[config.mk]
export PLATFORM = sky130hd
export DESIGN_NAME = alu_muldiv_seq
export DESIGN_NICKNAME = d
export VERILOG_FILES = /design/src/rtl/alu_muldiv_seq.sv
export SDC_FILE = /design/constraint.sdc
export NUM_CORES = 1
export LEC_CHECK = 0
export BUFFER_PORTS_ARGS = -buffer_cell sky130_fd_sc_hd__buf_4
export CORE_MARGIN = 2
export CORE_UTILIZATION = 45
export CTS_BUF_LIST = sky130_fd_sc_hd__clkbuf_8
export CTS_CLUSTER_SIZE = 40
export DETAILED_ROUTE_END_ITERATION = 12
export HOLD_SLACK_MARGIN = 0.06
export PLACE_DENSITY = 0.7
export REMOVE_ABC_BUFFERS = 1
export SLEW_MARGIN = 15
export SYNTH_ARGS = -nofsm -noshare
export SYNTH_HDL_FRONTEND = slang
export SYNTH_SLANG_ARGS = --single-unit
[constraint.sdc]
create_clock -name clk -period 3.5 [get_ports clk]
set_input_delay 0.175 -clock clk [delete_from_list [all_inputs] [get_ports clk]]
set_output_delay 0.175 -clock clk [all_outputs]
set_load 0.1 [all_outputs]
[src/rtl/alu_muldiv_seq.sv]
// Sequences the shared ALU through unsigned shift-add multiply and restoring divide.
// Latency: 33 cycles from accepted start to the done pulse; divide-by-zero finishes in 1.
// No backpressure: start is taken only when idle, and the caller stalls while busy is high.
module alu_muldiv_seq #(
    parameter int instruction_width = 32
) (
    input  logic                         clk,
    input  logic                         rst,
    input  logic                         start,
    input  logic                         op,
    input  logic [instruction_width-1:0] src_a,
    input  logic [instruction_width-1:0] src_b,
    input  logic [instruction_width-1:0] alu_y,
    output logic [instruction_width-1:0] alu_a,
    output logic [instruction_width-1:0] alu_b,
    output logic [3:0]                   alu_ctr,
    output logic                         busy,
    output logic                         done,
    output logic [instruction_width-1:0] hi,
    output logic [instruction_width-1:0] lo
);
    localparam int cnt_w = $clog2(instruction_width);
    localparam logic [cnt_w-1:0] last_count = cnt_w'(instruction_width - 1);

    localparam logic [1:0] S_IDLE = 2'd0;
    localparam logic [1:0] S_CALC = 2'd1;
    localparam logic [1:0] S_DONE = 2'd2;

    localparam logic [3:0] CTR_NOP = 4'b0000;
    localparam logic [3:0] CTR_ADD = 4'b0010;
    localparam logic [3:0] CTR_SUB = 4'b0110;

    logic [1:0]                   state;
    logic [cnt_w-1:0]             count;
    logic [instruction_width-1:0] m_r;
    logic                         op_r;

    // Divide step: partial remainder shifted left with the next dividend bit.
    logic [instruction_width-1:0] div_t;
    logic                         div_take;
    logic                         mul_carry;

    assign div_t     = {hi[instruction_width-2:0], lo[instruction_width-1]};
    assign div_take  = hi[instruction_width-1] | (div_t >= m_r);
    assign mul_carry = (alu_y < hi);

    assign busy = (state != S_IDLE);
    assign done = (state == S_DONE);

    always_comb begin
        alu_a   = '0;
        alu_b   = '0;
        alu_ctr = CTR_NOP;
        if (state == S_CALC) begin
            alu_b = m_r;
            if (op_r) begin
                alu_a   = div_t;
                alu_ctr = CTR_SUB;
            end else begin
                alu_a   = hi;
                alu_ctr = CTR_ADD;
            end
        end
    end

    always_ff @(posedge clk) begin
        if (rst) begin
            state <= S_IDLE;
            count <= '0;
            m_r   <= '0;
            op_r  <= 1'b0;
            hi    <= '0;
            lo    <= '0;
        end else begin
            case (state)
                S_IDLE: begin
                    if (start) begin
                        op_r  <= op;
                        count <= '0;
                        if (op && (src_b == '0)) begin
                            hi    <= src_a;
                            lo    <= '1;
                            state <= S_DONE;
                        end else begin
                            hi    <= '0;
                            m_r   <= op ? src_b : src_a;
                            lo    <= op ? src_a : src_b;
                            state <= S_CALC;
                        end
                    end
                end
                S_CALC: begin
                    if (op_r) begin
                        if (div_take) begin
                            hi <= alu_y;
                            lo <= {lo[instruction_width-2:0], 1'b1};
                        end else begin
                            hi <= div_t;
                            lo <= {lo[instruction_width-2:0], 1'b0};
                        end
                    end else if (lo[0]) begin
                        hi <= {mul_carry, alu_y[instruction_width-1:1]};
                        lo <= {alu_y[0], lo[instruction_width-1:1]};
                    end else begin
                        hi <= {1'b0, hi[instruction_width-1:1]};
                        lo <= {hi[0], lo[instruction_width-1:1]};
                    end
                    count <= count + 1'b1;
                    if (count == last_count) begin
                        state <= S_DONE;
                    end
                end
                S_DONE: begin
                    state <= S_IDLE;
                end
                default: begin
                    state <= S_IDLE;
                end
            endcase
        end
    end
endmodule

==> reports/metrics.cfg <==
[outcome]
run_status = finished clean

[cts]
postCtsResizedCells = 0
cts-hold-fix-buffers = 0
clk-insertion-delay-late_ns = 0.40
clkSlewWorstSetupHoldPaths_ns = 0.11
clock_sinks = 104
cts-root-to-sink-buffers = 2
tritoncts.num_buffers = 9
cts_setup_buffers = 0
clock_tree.htree_level_count = 3
cts.root.buffer_cell = sky130_fd_sc_hd__clkbuf_8
tritoncts = yes

[sta]
final.period_utilization_pct = 84.1
grt_setup_unrepaired = false
finalWorstSetupSlack_ns = 0.556
clock.fmax_mhz = 340
hold_slack_ns = 0.0893
clock_skew_ns = 0.0149
timing_worst_slew_pin_value_ns = 0.970
setup_viol = 0
report.final.slew_viol_count = 0
finalHoldViolCount = 0
timing.max_slew.rel_slack_pct = 35.3
finalWorstPathRequiredPeriod_ns = 2.94
fin_setup_tns_ns = 0

[synthesis]
netlist_instances = 1089
distinct_cell_type_count_after_synthesis = 56
count_of_yosys_warnings_during_synthesis = 0
synth_flop_cell = sky130_fd_sc_hd__dfxtp_1
synth_top_area_share_pct = 24.5
post_synth_instance_area_sq_um = 8500
yosys_register_bits = 104
synth-edff-count = 0
ys_async_sr_fraction_pct = 0
syn-mean-instance-area_sq_um = 7.81
synthMostInstantiatedCell = sky130_fd_sc_hd__mux2i_1
yosysTopAreaCell = sky130_fd_sc_hd__dfxtp_1
synth.top_cells.by_area = sky130_fd_sc_hd__dfxtp_1, sky130_fd_sc_hd__mux2i_1, sky130_fd_sc_hd__ha_1
synth_common_cells = sky130_fd_sc_hd__mux2i_1, sky130_fd_sc_hd__nor2_1, sky130_fd_sc_hd__dfxtp_1
ys_seq_area_share_pct = 24.5

[worst_setup_path]
cp_cell_sequence = inv_1 -> ha_1 -> nand2b_4 -> a2111oi_4 -> o221ai_1 -> a22o_1 -> buf_4 -> or3_1 -> a41oi_1
timing.critical_path.required_ns = 3.81
setup.worst_path.start_class = register
worst_setup_path_end_kind = register
cp_slowest_cell = sky130_fd_sc_hd__dfxtp_1
cp.arrival_ns = 3.25
max_stage_delay_ns = 0.41
critPathMaxFanout = 31
worst-setup-path-type = register to register

[drt]
detail_route.vias_per_cell = 6.13
route.antenna.remaining_nets = 0
drt_iter0_drc = 699
vias = 9202
detailedRoute.firstPassIterationCount = 5
detail_route.wl_per_cell_um = 19.9
finalWirelength_um = 29900
drc_errors = 0

[power]
p_leak_nw = 4.30
intPower_mw = 2.16
power.density_cell_area_nw_per_um2 = 367
combPwrFrac_pct = 41.6
p_switching_mw = 1.74
p_clk_share_pct = 22.6
ir_worst_vdd_v = 0.000204
share_seq_of_total_power_pct = 35.7
netSwitchingFraction_pct = 44.5

[global_routing]
initial_antenna_violation_count = 0
global_route.overflow_total = 0
global_route_wire_length_before_repair_um = 46500
largest_net_degree_at_the_start_of_global_routing = 68
globalRouteTotalUtil_pct = 29.0
first_global_vias = 8656

[placement]
port-buffer-count = 231
place_worst_setup_slack_ns = 0.595
dp_hpwl_um = 21900
gp_congestion = 0.871

[finish]
final.fill_count = 1817
design.final.nets = 1427
area_delta_synth_final_pct = 24.7
antennaDiodeCount = 0
fraction_of_layout_cells_with_a_size_suffix_above_1_pct = 22.7

[die]
num_io_pins = 234
chipWidth_um = 141
floorplan.die.height_um = 141
number_of_standard_cell_rows_in_the_floorplan = 50
design.core.area_sq_um = 18600
die_area_sq_um = 20000
start_util_pct = 45.6

[worst_hold_path]
holdCritPathClass = input pin to register

[flow_run]
maxCapViolCount = 0

==> state kept, by name, summed over array words and instances (netlist names) <==
signal and cells:
count 5, lo 32, hi 32, m_r 32, state 2, op_r 1
==> final cells by class <==
class | instances | area, sq um | share of cell area (%)
Multi-Input combinational cell | 826 | 5820 | 54.9
Inverter | 67 | 251 | 2.37
Tap cell | 234 | 293 | 2.76
Clock buffer | 9 | 124 | 1.17
Clock inverter | 7 | 95.1 | 0.897
Timing Repair Buffer | 254 | 1930 | 18.2
Sequential cell | 104 | 2090 | 19.7
==> per-stage QoR <==
step                      power, mW  instances  instance area, sq um  util, %
after global routing           4.08       1501                 10600     56.9
final                          3.90       1501                 10600     56.9
after global placement         3.01       1485                 10400     55.7
after CTS                      3.90       1501                 10600     56.9
after detailed placement       3.03       1485                 10400     55.7
after floorplan                2.50        997                  8130        -
==> critical path: cells and delay by family (launching register included) <==
| kind | cells | cell delay (ns) |
|---|---|---|
| compound gates | 4 | 1.26 |
| fa+ha+maj | 1 | 0.29 |
| buf+inv | 2 | 0.36 |
| flops | 1 | 0.41 |
| simple gates | 2 | 0.52 |
==> power by group through the flow <==
stage / combinational (mW) / sequential [mW] / clock [mW]
final: 1.62 / 1.39 / 0.882
after global routing: 1.73 / 1.41 / 0.941
after CTS: 1.61 / 1.39 / 0.891
after detailed placement: 1.61 / 1.42 / 0
after global placement: 1.59 / 1.42 / 0
after floorplan: 0.745 / 1.76 / 0
==> final timing paths <==
path             to  slack, ns  depth (start not counted)  startpoint
min reg2reg  m_r[9]       0.51                          2      m_r[9]
max          hi[27]       0.56                          9      lo[31]
min          hi[31]       0.09                          3   alu_y[31]
max reg2reg  hi[27]       0.56                          9      lo[31]
==> cells in the final DEF (no fill, tap or decap), drive strengths merged, types with 4 or more instances in the layout <==
cell type | netlist | final
a221o | 29 | 29
a21oi | 56 | 56
inv | 67 | 68
nor2 | 114 | 114
nor3 | 5 | 5
ha | 65 | 65
a211oi | 36 | 36
nor4 | 15 | 15
nand2b | 5 | 5
o21ai | 103 | 103
dfxtp | 104 | 104
nand3 | 9 | 9
a21o | 35 | 35
nand2 | 73 | 73
buf | 30 | 254
a22oi | 33 | 33
a41oi | 31 | 31
mux2i | 124 | 124
a221oi | 4 | 4
clkbuf | 63 | 9
or3 | 34 | 34
nand4 | 15 | 15
==> metal layers <==
| metal | share of wire, % | GRT usage [%] | vias to the layer above |
|---|---|---|---|
| li1 | - | - | 4371 |
| met2 | 46 | 46.2 | 403 |
| met1 | 44 | 39.8 | 4367 |
| met5 | 0 | 0 | - |
| met3 | 7.8 | 4.18 | 61 |
| met4 | 3.1 | 11.1 | 0 |
==> logic make-up after synthesis <==
group / count (synthesis) / synth area share, %
DFF: 104 / 24.5
AOI/OAI and AO/OA: 344 / 27.5
muxes: 126 / 14.9
adders and majority gates: 65 / 9.56
other: 1 / 0.0441
xor gates and xnor gates: 2 / 0.206
and+or+nand+nor: 287 / 15.9
buffers and inverters: 160 / 7.44
(Power assumes the default switching activity.)
